**src/rtl/dsp_pkg.sv**
```systemverilog
// Shared definitions for the W-channel order dispatcher: order-entry layout,
// FSM state encoding and queue width derivations.
package dsp_pkg;

  localparam int OUTST_DEPTH_DEF = 4;

  // FSM encoding
  localparam logic [1:0] ST_IDLE = 2'd0;  // order queue empty, W stalled
  localparam logic [1:0] ST_FWD  = 2'd1;  // head routes beats to a slave lane
  localparam logic [1:0] ST_SINK = 2'd2;  // head is a decode error, beats dropped

  // Order entry is {decerr, slv_id}: slv_id in the low bits, decerr on top.
  function automatic int ent_w(input int id_w);
    return id_w + 1;
  endfunction

  function automatic int ent_decerr_bit(input int id_w);
    return id_w;
  endfunction

  // Occupancy counter must hold the value DEPTH itself.
  function automatic int cnt_w(input int depth);
    return $clog2(depth + 1);
  endfunction

  function automatic int ptr_w(input int depth);
    return (depth > 1) ? $clog2(depth) : 1;
  endfunction

endpackage

```
**src/rtl/dsp_order_fifo.sv**
```systemverilog
// AW order queue. Besides the usual full/count it exposes the head that will
// be current after this cycle's push/pop, so the consumer can register its
// head selection without a dead cycle after each pop.
module dsp_order_fifo
  import dsp_pkg::*;
#(
  parameter int DEPTH = 4,
  parameter int EW    = 3,
  localparam int PW   = ptr_w(DEPTH),
  localparam int CW   = cnt_w(DEPTH)
) (
  input  logic          i_clk,
  input  logic          i_rst,
  input  logic          i_push,
  input  logic [EW-1:0] i_data,
  input  logic          i_pop,
  output logic          o_full,
  output logic [CW-1:0] o_cnt,
  output logic          o_empty_nxt,
  output logic [EW-1:0] o_head_nxt
);

  logic [EW-1:0] r_mem [DEPTH];
  logic [PW-1:0] r_wr;
  logic [PW-1:0] r_rd;
  logic [CW-1:0] r_cnt;
  logic [PW-1:0] w_rd_nxt;
  logic [CW-1:0] w_cnt_nxt;
  logic          w_push;

  assign o_full    = (r_cnt == CW'(DEPTH));
  assign w_push    = i_push & ~o_full;
  assign w_rd_nxt  = r_rd + PW'(i_pop);
  assign w_cnt_nxt = r_cnt + CW'(w_push) - CW'(i_pop);
  assign o_cnt     = r_cnt;
  assign o_empty_nxt = (w_cnt_nxt == '0);
  // Pushed entry becomes head when it lands on the next read slot (queue was
  // empty, or held only the entry being popped).
  assign o_head_nxt = (w_push && (r_wr == w_rd_nxt)) ? i_data : r_mem[w_rd_nxt];

  // Pointers and occupancy; pointers wrap naturally (DEPTH is a power of 2)
  always_ff @(posedge i_clk or posedge i_rst) begin
    if (i_rst) begin
      r_wr  <= '0;
      r_rd  <= '0;
      r_cnt <= '0;
    end else begin
      if (w_push) r_wr <= r_wr + PW'(1);
      r_rd  <= w_rd_nxt;
      r_cnt <= w_cnt_nxt;
    end
  end

  // Entry storage, no reset needed: validity is tracked by the counter
  always_ff @(posedge i_clk) begin
    if (w_push) r_mem[r_wr] <= i_data;
  end

endmodule

```
**src/rtl/skid_buffer.sv**
```systemverilog
// Fully registered skid buffer: both output and upstream ready come straight
// from flops, one beat per cycle sustained, payload stable while stalled.
module skid_buffer #(
  parameter int W = 8
) (
  input  logic         i_clk,
  input  logic         i_rst,
  input  logic         i_valid,
  output logic         o_ready,
  input  logic [W-1:0] i_data,
  output logic         o_valid,
  input  logic         i_ready,
  output logic [W-1:0] o_data
);

  logic         r_out_v;
  logic [W-1:0] r_out_d;
  logic         r_skid_v;
  logic [W-1:0] r_skid_d;

  assign o_ready = ~r_skid_v;
  assign o_valid = r_out_v;
  assign o_data  = r_out_d;

  // Output register refills from the skid first, else from the input; a beat
  // arriving while the output is stalled parks in the skid register.
  always_ff @(posedge i_clk or posedge i_rst) begin
    if (i_rst) begin
      r_out_v  <= 1'b0;
      r_out_d  <= '0;
      r_skid_v <= 1'b0;
      r_skid_d <= '0;
    end else if (i_ready || !r_out_v) begin
      if (r_skid_v) begin
        r_out_v  <= 1'b1;
        r_out_d  <= r_skid_d;
        r_skid_v <= 1'b0;
      end else begin
        r_out_v <= i_valid;
        if (i_valid) r_out_d <= i_data;
      end
    end else if (i_valid && !r_skid_v) begin
      r_skid_v <= 1'b1;
      r_skid_d <= i_data;
    end
  end

endmodule

```
**src/rtl/dsp_w_order_dispatcher.sv**
```systemverilog
// W-channel dispatcher: routes master W bursts to slave lanes in AW order,
// sinking bursts whose AW decoded to no slave and flagging their completion.
module dsp_w_order_dispatcher
  import dsp_pkg::*;
#(
  parameter int SLV_AMT     = 4,
  parameter int DATA_WIDTH  = 32,
  parameter int OUTST_DEPTH = OUTST_DEPTH_DEF,
  parameter int SLV_ID_W    = $clog2(SLV_AMT)
) (
  input  logic                           ACLK_i,
  input  logic                           ARESET_i,
  input  logic [SLV_ID_W-1:0]            dsp_AW_slv_id_i,
  input  logic                           dsp_AW_decerr_i,
  input  logic                           dsp_AW_push_i,
  output logic                           dsp_AW_ready_o,
  input  logic [DATA_WIDTH-1:0]          m_WDATA_i,
  input  logic [DATA_WIDTH/8-1:0]        m_WSTRB_i,
  input  logic                           m_WLAST_i,
  input  logic                           m_WVALID_i,
  output logic                           m_WREADY_o,
  output logic [DATA_WIDTH*SLV_AMT-1:0]  sa_WDATA_o,
  output logic [DATA_WIDTH/8*SLV_AMT-1:0] sa_WSTRB_o,
  output logic [SLV_AMT-1:0]             sa_WLAST_o,
  output logic [SLV_AMT-1:0]             sa_WVALID_o,
  input  logic [SLV_AMT-1:0]             sa_WREADY_i,
  output logic                           dsp_B_decerr_o,
  output logic [cnt_w(OUTST_DEPTH)-1:0]  outst_cnt_o
);

  localparam int EW  = ent_w(SLV_ID_W);
  localparam int DB  = ent_decerr_bit(SLV_ID_W);
  localparam int SW  = DATA_WIDTH / 8;
  localparam int PLW = SLV_ID_W + DATA_WIDTH + SW + 1;

  logic [1:0]            r_state;
  logic [SLV_ID_W-1:0]   r_head_id;
  logic                  r_b_decerr;

  logic                  w_full;
  logic                  w_empty_nxt;
  logic [EW-1:0]         w_head_nxt;
  logic                  w_fwd;
  logic                  w_sink;
  logic                  w_skid_rdy;
  logic                  w_acc;
  logic                  w_pop;
  logic                  w_out_v;
  logic                  w_out_rdy;
  logic [PLW-1:0]        w_out_pl;
  logic [SLV_ID_W-1:0]   w_out_tag;
  logic [DATA_WIDTH-1:0] w_out_data;
  logic [SW-1:0]         w_out_strb;
  logic                  w_out_last;

  assign dsp_AW_ready_o = ~w_full & ~ARESET_i;
  assign w_fwd  = (r_state == ST_FWD);
  assign w_sink = (r_state == ST_SINK);
  assign m_WREADY_o = (w_fwd & w_skid_rdy) | w_sink;
  assign w_acc  = m_WVALID_i & m_WREADY_o;
  assign w_pop  = w_acc & m_WLAST_i;
  assign dsp_B_decerr_o = r_b_decerr;

  dsp_order_fifo #(
    .DEPTH (OUTST_DEPTH),
    .EW    (EW)
  ) u_order_fifo (
    .i_clk       (ACLK_i),
    .i_rst       (ARESET_i),
    .i_push      (dsp_AW_push_i & dsp_AW_ready_o),
    .i_data      ({dsp_AW_decerr_i, dsp_AW_slv_id_i}),
    .i_pop       (w_pop),
    .o_full      (w_full),
    .o_cnt       (outst_cnt_o),
    .o_empty_nxt (w_empty_nxt),
    .o_head_nxt  (w_head_nxt)
  );

  // Head selection: state and target follow the post-push/pop queue head, so
  // the next burst is served the cycle after a WLAST with no bubble.
  always_ff @(posedge ACLK_i or posedge ARESET_i) begin
    if (ARESET_i) begin
      r_state   <= ST_IDLE;
      r_head_id <= '0;
    end else begin
      if (w_empty_nxt)          r_state <= ST_IDLE;
      else if (w_head_nxt[DB])  r_state <= ST_SINK;
      else                      r_state <= ST_FWD;
      r_head_id <= w_head_nxt[SLV_ID_W-1:0];
    end
  end

  // One-cycle pulse after the last beat of a sunk burst is accepted
  always_ff @(posedge ACLK_i or posedge ARESET_i) begin
    if (ARESET_i) r_b_decerr <= 1'b0;
    else          r_b_decerr <= w_pop & w_sink;
  end

  skid_buffer #(
    .W (PLW)
  ) u_skid (
    .i_clk   (ACLK_i),
    .i_rst   (ARESET_i),
    .i_valid (m_WVALID_i & w_fwd),
    .o_ready (w_skid_rdy),
    .i_data  ({r_head_id, m_WDATA_i, m_WSTRB_i, m_WLAST_i}),
    .o_valid (w_out_v),
    .i_ready (w_out_rdy),
    .o_data  (w_out_pl)
  );

  assign {w_out_tag, w_out_data, w_out_strb, w_out_last} = w_out_pl;

  // Ready of the lane the current output beat is tagged for
  always_comb begin
    w_out_rdy = 1'b0;
    for (int i = 0; i < SLV_AMT; i++)
      if (w_out_tag == SLV_ID_W'(i)) w_out_rdy = sa_WREADY_i[i];
  end

  // Payload broadcast to all lanes; only the tagged lane sees valid
  for (genvar g = 0; g < SLV_AMT; g++) begin : g_lane
    assign sa_WVALID_o[g]                   = w_out_v & (w_out_tag == SLV_ID_W'(g));
    assign sa_WLAST_o[g]                    = w_out_last;
    assign sa_WDATA_o[g*DATA_WIDTH +: DATA_WIDTH] = w_out_data;
    assign sa_WSTRB_o[g*SW +: SW]           = w_out_strb;
  end

endmodule

```
**config.mk**
```make
export PLATFORM = sky130hd
export DESIGN_NAME = dsp_w_order_dispatcher
export DESIGN_NICKNAME = d
export VERILOG_FILES = /design/src/rtl/dsp_pkg.sv /design/src/rtl/dsp_order_fifo.sv /design/src/rtl/skid_buffer.sv /design/src/rtl/dsp_w_order_dispatcher.sv
export SDC_FILE = /design/constraint.sdc
export NUM_CORES = 1
export LEC_CHECK = 0
export CELL_PAD_IN_SITES_DETAIL_PLACEMENT = 1
export CELL_PAD_IN_SITES_GLOBAL_PLACEMENT = 2
export CORE_ASPECT_RATIO = 0.75
export CORE_MARGIN = 3
export CORE_UTILIZATION = 28
export DETAILED_ROUTE_END_ITERATION = 6
export PLACE_DENSITY = 0.85
export SLEW_MARGIN = 20
export SYNTH_ARGS = -nofsm -noshare
export SYNTH_HDL_FRONTEND = slang
export SYNTH_SLANG_ARGS = --single-unit
```
**constraint.sdc**
```tcl
create_clock -name ACLK_i -period 5.26 [get_ports ACLK_i]
set_clock_uncertainty 0.05 [all_clocks]
set_input_delay 1.052 -clock ACLK_i [delete_from_list [all_inputs] [get_ports ACLK_i]]
set_output_delay 1.052 -clock ACLK_i [all_outputs]
set_load 0.01 [all_outputs]
```
-- Yosys cells after proc, flatten, opt, wreduce, memory -nomap -nowiden
Memories as Yosys holds them, arrays and structs flattened.
Cells that the tools add are included.
- register bits: 92
- RAM bits: 12
- memories kept: 1
- logic and storage cells: 64
- output and inout port bits: 158
- bits of input ports: 48
- mux-type cells: 14
- add/subtract/negate cells: 4
- reductions and logical operators: 11
- bitwise gates (word level): 17
- eq/ne operators: 7
- memory list (name ; depth ; width ; read ports ; clocked after memory_dff ; wr ports ; RTL line ; RTL):
    u_order_fifo.r_mem ; 4 ; 3 ; 1 ; 0 ; 1 ; dsp_order_fifo.sv:23 ; logic [EW-1:0] r_mem [DEPTH];
- operators with widths (operator ; count):
    39-bit 2-to-1 mux ; 2
    1-bit bitwise AND ; 12
    1-bit 2-to-1 mux ; 9
    2-bit == test, second input constant ; 3
    2-bit by 1-bit == test with 1-bit output, second input constant ; 2
    2-bit 2-to-1 mux ; 2
    1-bit inverter ; 4
    2-bit AND reduction ; 2
    2-bit nonzero test ; 2
    3-bit by 1-bit adder with 3-bit output ; 1
    3-bit == test, second input constant ; 1
    3-bit zero test ; 1
    3-bit 2-to-1 mux ; 1
    3-bit by 1-bit subtractor with 3-bit output ; 1
    2-bit by 1-bit adder with 2-bit output ; 1
    2-bit by 1-bit adder with 2-bit output, second input constant ; 1
    2-bit == test ; 1
    1-bit logical AND ; 2
    1-bit zero test ; 2
    2-bit zero test ; 1
    1-bit logical OR ; 1
    1-bit bitwise OR ; 1

-- Longest topological paths before layout
- word-level depth: 11
- gate-level depth with buffers: 13
- mapped depth without buffers: 12

-- Cells and area by module
Synthesis repeated with hierarchy kept, for this count alone.
- cells, all modules: 437
- area total of the unflattened synthesis: 5607.9 um^2
- modules (own cells, without submodules) (module ; seq. area each (um^2) ; times used ; area each (um^2) ; cells each):
    skid_buffer ; 2001.9 ; 1 ; 3502.1 ; 218
    dsp_w_order_dispatcher ; 125.1 ; 1 ; 1076.0 ; 134
    dsp_order_fifo ; 535.5 ; 1 ; 1029.7 ; 85

-- Least setup slack after synthesis
Ideal clock, no wire load.
- path type: input-to-output
- start: input ARESET_i
- end: output dsp_AW_ready_o
- data arrival time: 3339 ps
- path buffers: 0
- slack: 819 ps
- stages on the path: 2
- data required time: 4158 ps
- path through: inv_1 > and2_1
- cells in the longest elaborated chain, start to end: 2
- ends and longest elaborated chain (item ; RTL line ; RTL):
    start, declared ; dsp_w_order_dispatcher.sv:12 ; input logic ARESET_i,
    1-bit inverter ; dsp_w_order_dispatcher.sv:56 ; assign dsp_AW_ready_o = ~w_full & ~ARESET_i;
    1-bit bitwise AND ; dsp_w_order_dispatcher.sv:56 ;
    end, declared ; dsp_w_order_dispatcher.sv:16 ; output logic dsp_AW_ready_o,
No other way between the ends.

-- Final worst setup path
Ends and elaborated chain as after synthesis.

==> flow_metrics.env <==
export IMPL_outcome="finished clean"
export IMPL_start_kind="input pin"
export IMPL_post_route_drc_count=0
export IMPL_ys_seq_elements=104
export IMPL_path_max_fanout=2
export IMPL_r2r_start="u_skid.r_skid_v$_DFFE_PP0P_"
export IMPL_grt_pass1_vias=3774
export IMPL_drt_iter0_drc=146
export IMPL_critPathBufInv=3
export IMPL_p_comb_share_pct=51.7
export IMPL_r2r_end="r_state[0]$_DFF_PP0_"
export IMPL_rrSetupSlack_ns=2.45
export IMPL_synth_fa_ha_area_share_pct=1.90
export IMPL_cts_tree="done"
export IMPL_drt_pass1_iter_count=4
export IMPL_grt_use_total_pct=11.4
export IMPL_p_sw_share_pct=35.0
export IMPL_numCtsBuffers=9
export IMPL_rsz0062_at_grt="no"
export IMPL_die_width_microns=170
export IMPL_peakVddDrop_uv=224
export IMPL_min_from="u_skid.r_skid_d[0]$_DFFE_PP0P_"
export IMPL_cp_arrival_ns=2.23
export IMPL_synth_compound_area_share_pct=3.94
export IMPL_grt_pass1_wl_microns=19900
export IMPL_seq_power_share_pct=33.3
export IMPL_hold_end="u_skid.r_skid_d[0]$_DFFE_PP0P_"
export IMPL_cts_sinks=104
export IMPL_synth_cell_area_sq_um=5650
export IMPL_fin_crit_ns=3.33
export IMPL_cp_common_cell="clkdlybuf4s50_1"
export IMPL_cts_max_level=3
export IMPL_synth_xor_area_share_pct=1.17
export IMPL_fin_crit_sh_pct=63.4
export IMPL_routed_wirelength_microns=12500
export IMPL_antenna_found_initial=0
export IMPL_drv_slew=0
export IMPL_antenna_cells=0
export IMPL_grt_ovfl_total=0
export IMPL_crit_path_top_delay_cell="clkdlybuf4s50_1"
export IMPL_synth_edff_count=12
export IMPL_clkTransAtPathRegs_ns=0.07
export IMPL_rows=44
export IMPL_clkPwrFrac_pct=15.0
export IMPL_worstSkewPairLatency_ns=0.35
export IMPL_synth_area_leaders="dfrtp_1 (41%), buf_4 (20%), mux2i_1 (7.1%)"
export IMPL_fin_area_sq_um=7120
export IMPL_via_per_inst=4.30
export IMPL_slew_headroom_pct=46.6
export IMPL_cts_setup_buffers=0
export IMPL_initial_utilization_pct=28.8
export IMPL_fillers=2129
export IMPL_hpwl_microns=8900
export IMPL_place_congestion=0.734
export IMPL_hold_class="reg -> reg"
export IMPL_nets=599
export IMPL_die_area_sq_um=21900
export IMPL_p_leak_nw=2.89
export IMPL_synth_cell_types=34
export IMPL_netlist_instances=490
export IMPL_intPower_mw=2.87
export IMPL_clockBufferDepth=2
export IMPL_crit_chain="clkdlybuf4s50_1 > inv_4 > and2_1 > clkdlybuf4s50_1"
export IMPL_synth_top_family_by_area="buffers and inverters"
export IMPL_portBuffers=205
export IMPL_path_delay_family="buffers and inverters"
export IMPL_dpl_cell_area_sq_um=6830
export IMPL_synth_seq_area_share_pct=47.1
export IMPL_yosys_area_share_simple_pct=6.04
export IMPL_synthArstFlopShare_pct=88.5
export IMPL_hold_violations=0
export IMPL_yosysWarnings=0
export IMPL_maxCapViolCount=0
export IMPL_crit_path_max_incr_delay_ns=0.54
export IMPL_p_sw_mw=1.54
export IMPL_netlist_area_leader_share_pct=40.7
export IMPL_drive_gt1_share_pct=13.1
export IMPL_power_density_nw_per_um2=619
export IMPL_yosysTopAreaCell="dfrtp_1"
export IMPL_grt_max_degree=79
export IMPL_cp_required_ns=4.16
export IMPL_reg2reg_depth=12
export IMPL_finalSetupTns_ns=0
export IMPL_num_vias=3444
export IMPL_synth_ff_type="dfrtp_1"
export IMPL_setup_viol=0
export IMPL_root_buffer="clkbuf_16"
export IMPL_pin_count=206
export IMPL_core_area_sq_um=19600
export IMPL_antenna_left=0
export IMPL_hold_ws_ns=0.459
export IMPL_avgSynthCellArea_sq_um=11.5
export IMPL_tightest_slew_ns=0.801
export IMPL_path_class="in -> out"
export IMPL_syn_nets=546
export IMPL_max_freq_mhz=300
export IMPL_critPathCaptureType="output port"
export IMPL_holdPathStages=1
export IMPL_syn_to_final_growth_pct=25.9
export IMPL_cts_hold_buf=0
export IMPL_synthMuxAreaShare_pct=17.6
export IMPL_chipHeight_microns=129
export IMPL_wire_per_inst_microns=15.6
export IMPL_cts_resized_gates=0
-- cells in the mapped netlist (all sizes together), types with 5 or more instances --
cell    number
and2         5
buf        164
inv          8
ha           7
mux2        42
edfxtp      12
nor2        42
and3         5
nor2b        6
mux2i       41
dfrtp       92
a21oi       39
-- kinds of logic (layout without fill, tap and decap cells) --
group / Yosys count / in the layout
xor+xnor: 6 / 6
simple gates: 69 / 69
compound gates: 42 / 42
mux: 86 / 86
flops: 104 / 104
fa+ha+maj: 8 / 8
buf+inv: 175 / 233
-- placed cells by master (no fill, tap or decap), types with 4 or more instances in the layout --
cell type | Yosys | routed
clkdlybuf4s50_1 | 0 | 205
dfrtp_1 | 92 | 91
nor2_1 | 42 | 42
mux2i_1 | 40 | 40
a21oi_1 | 39 | 39
mux2_2 | 32 | 32
edfxtp_1 | 12 | 12
mux2_4 | 10 | 10
clkbuf_16 | 0 | 9
inv_1 | 8 | 7
ha_1 | 7 | 7
nor2b_1 | 6 | 6
and3_1 | 5 | 5
and2_1 | 4 | 4
xnor2_1 | 4 | 4
buf_4 | 151 | 4
-- stage by stage --
step                worst slack (ns)  std cells  total power, mW  util, %
floorplan                      0.819        490             3.16        -
global placement                1.74        785             3.71     34.8
detailed placement              1.62        785             3.79     34.8
CTS                             1.91        801             4.49     36.3
global route                    1.81        801             4.72     36.3
finish                          1.93        801             4.41     36.3
-- layout make-up --
type | count | area, sq um | share of cell area (%)
clock buffers | 9 | 225 | 3.16
clock inverters | 7 | 66.3 | 0.932
inverters | 8 | 32.5 | 0.457
multi-input cells | 211 | 1730 | 24.3
flip-flops and latches | 104 | 2660 | 37.4
well taps | 253 | 317 | 4.45
repair buffers | 209 | 2080 | 29.3
-- metal layers --
metal	GRT usage (%)	vias up	part of all wire (%)
met2	19.5	130	50
met1	14.4	1715	44
met4	2.86	0	0.96
met5	0	-	0
li1	-	1590	-
met3	3.23	9	5.5
-- power groups by stage --
stage / combinational [mW] / clock [mW] / sequential, mW
2_1_floorplan: 1.76 / 0 / 1.40
5_1_grt: 2.46 / 0.725 / 1.54
4_1_cts: 2.32 / 0.693 / 1.48
6_report: 2.28 / 0.660 / 1.47
3_5_place_dp: 2.30 / 0 / 1.49
3_3_place_gp: 2.25 / 0 / 1.45
-- sequential cells by signal, indices dropped and copies added, names as in the netlist --
name	flops
u_order_fifo.r_mem	12
u_skid.o_valid	1
r_state	2
u_order_fifo.r_rd	2
dsp_B_decerr_o	1
u_order_fifo.o_cnt	3
u_order_fifo.r_wr	2
u_skid.r_skid_v	1
u_skid.o_data	39
r_head_id	2
u_skid.r_skid_d	39
-- worst max-delay path by stage --
stage	start	endpoint	slack, ns	depth (start not counted)
global route	m_WVALID_i	r_state[0]$_DFF_PP0_	1.81	12
finish	ARESET_i	dsp_AW_ready_o	1.93	4
CTS	ARESET_i	dsp_AW_ready_o	1.91	4
floorplan	ARESET_i	dsp_AW_ready_o	0.82	2
global placement	m_WVALID_i	r_state[0]$_DFF_PP0_	1.74	12
detailed placement	m_WVALID_i	r_state[0]$_DFF_PP0_	1.62	12
No activity file was read; power rests on OpenSTA's default activity.
==> edit, RTL diff (config.mk and constraints unchanged) <==
Set the package constant `OUTST_DEPTH_DEF` to 8 (it was 4).
--- a/src/rtl/dsp_pkg.sv
+++ b/src/rtl/dsp_pkg.sv
@@ -3,5 +3,5 @@
 package dsp_pkg;
 
-  localparam int OUTST_DEPTH_DEF = 4;
+  localparam int OUTST_DEPTH_DEF = 8;
 
   // FSM encoding
Ports: changed (resized outst_cnt_o); port bits go from 206 to 207. No check against the original RTL was run, so the function may have changed too.
==> edit against the unedited design <==
  * Sequential power is 7% higher
  * Setup slack worse by 0.51 ns
  * Sequential share of layout area is 0.80 points higher
  * Wire length is 13% higher
  * Sequential cell count is 15 higher
  * Design area is 14% higher
  * Total power is 13% higher
  * Core utilization is 1.4 points higher
  * Maximum frequency is 13% lower
  * Register-to-register slack worse by 0.70 ns
  * Final cell count is 12% higher
  * Synthesized area is 10% higher
  * Clock power is 77% higher
  * Critical endpoint is now r_state[1]
==> edit: results (changes against the unedited design) <==
[detailed_routing]
met1Wirelength_mm = 5.72  ; +4.1%
wl_met2_mm = 7.42  ; +19%
routed_wl_mm = 14.1  ; +13%
drtIter0Drc = 143  ; -2.1%
avgViaCountPerCell = 4.24  ; -1.3%

[worst_setup_path]
worstPathArrival_ns = 4.10  ; +1.87 ns
cp_max_fo = 3  ; +1
r2r_slack_ns = 1.75  ; -0.70 ns
r2r_end = r_state[1]

[place]
gp_congestion = 0.723  ; -1.6%
place_hpwl_mm = 10.2  ; +14%
pre_cts_ws_ns = 0.958  ; -0.660 ns

[hold_path]
hold_path_end = u_skid.r_skid_d[1]

[synthesis]
synthTopCellsByCount = 150 x buf_4, 95 x dfrtp_1, 51 x nand2_1
netlist_top_cells_area = dfrtp_1 38%, buf_4 18%, edfxtp_1 12%
syn_nets = 592  ; +8.4%
synth-edff-count = 24  ; +12
yosysUniqueCellTypes = 38  ; +12%
yosysSeqAreaShare_pct = 49.7  ; +2.5 points

[global_routing]
met3_usage_pct = 3.73  ; +0.49 points
track_usage_pct = 11.8  ; +0.40 points
grt_max_degree = 77  ; -2.5%
gr-usage-met1_pct = 13.5  ; -0.82 points
first_global_vias = 4192  ; +11%
use_met2_pct = 21.1  ; +1.6 points

[clock_tree]
cts_buffers = 17  ; +8
htree_levels = 4  ; +1
clock_latency_ns = 0.42  ; +0.07 ns

[pwr]
ir_drop_uv = 204  ; -8.9%
cellLeakagePower_nw = 3.27  ; +13%

[layout]
nets = 654  ; +9.2%
drive_above_1_share_pct = 13.9  ; +0.80 points

[status]
status = complete, no violations

## edit: changes by cell type in the layout (fill, tap and decap cells not counted), sizes merged, moves of 5 or more
| cell | delta |
|---|---|
| nor2 | -32 |
| clkbuf | +8 |
| o21ai | +39 |
| inv | +5 |
| nand2 | +48 |
| a21oi | -37 |
| edfxtp | +12 |
## edit: worst max-delay path, cell delays in order
cell and delay (ns):
clkdlybuf4s50_1 0.50, nand2_1 0.08, nor2b_1 0.23, ha_1 0.29, inv_1 0.07, ha_1 0.16
inv_1 0.06, fa_1 0.38, xor2_1 0.25, or4b_2 0.62, mux2i_1 0.21, and3b_1 0.20
## edit: worst max path at each step
| stage | start | end | slack [ns] | cells after the start |
|---|---|---|---|---|
| 6_report | m_WLAST_i | r_state[1] | 1.41 | 12 |
| 5_1_grt | m_WLAST_i | r_state[1] | 1.22 | 12 |
| 4_1_cts | m_WLAST_i | r_state[1] | 1.41 | 12 |
| 3_5_place_dp | m_WLAST_i | r_state[1] | 0.96 | 12 |
| 3_3_place_gp | m_WVALID_i | r_state[1] | 1.12 | 12 |
| 2_1_floorplan | ARESET_i | dsp_AW_ready_o | 0.75 | 2 |
## edit: layout make-up
| type | instances | area (um^2) |
|---|---|---|
| timing repair buffer | 212 | 2120 |
| fill | 2292 | 13400 |
| multi-input combinational | 236 | 1890 |
| tap | 288 | 360 |
| inverter | 11 | 43.8 |
| clock inverter | 15 | 170 |
| clock buffer | 17 | 425 |
| sequential | 119 | 3100 |
## edit: power breakdown
part | total [mW] | internal, mW | switching [mW] | leakage [nW]
sequential | 1.58 | 1.27 | 0.310 | 1.42
combinational | 2.25 | 1.32 | 0.923 | 1.56
clock | 1.17 | 0.709 | 0.456 | 0.292
total | 5.00 | 3.31 | 1.69 | 3.27
## edit: through the flow
step / util, % / hold slack (ns) / cells / power, mW / area (um^2)
after CTS: 37.6 / 0.442 / 897 / 5.09 / 8090
after detailed placement: 34.8 / 0.429 / 865 / 3.88 / 7490
final: 37.7 / 0.435 / 898 / 5.00 / 8110
after global placement: 34.8 / 0.416 / 865 / 3.79 / 7490
after floorplan: - / 0.408 / 535 / 3.21 / 6240
after global routing: 37.7 / 0.461 / 898 / 5.34 / 8110
## edit: kinds of logic after synthesis
family / count (synthesis) / synth area share (%)
AND/OR/NAND/NOR: 84 / 6.34
AO/OA/AOI/OAI: 44 / 3.69
multiplexers: 91 / 16.9
XOR/XNOR: 8 / 1.34
buffers and inverters: 180 / 20.2
adder cells (fa/ha/maj): 9 / 1.93
flip-flops: 119 / 49.7
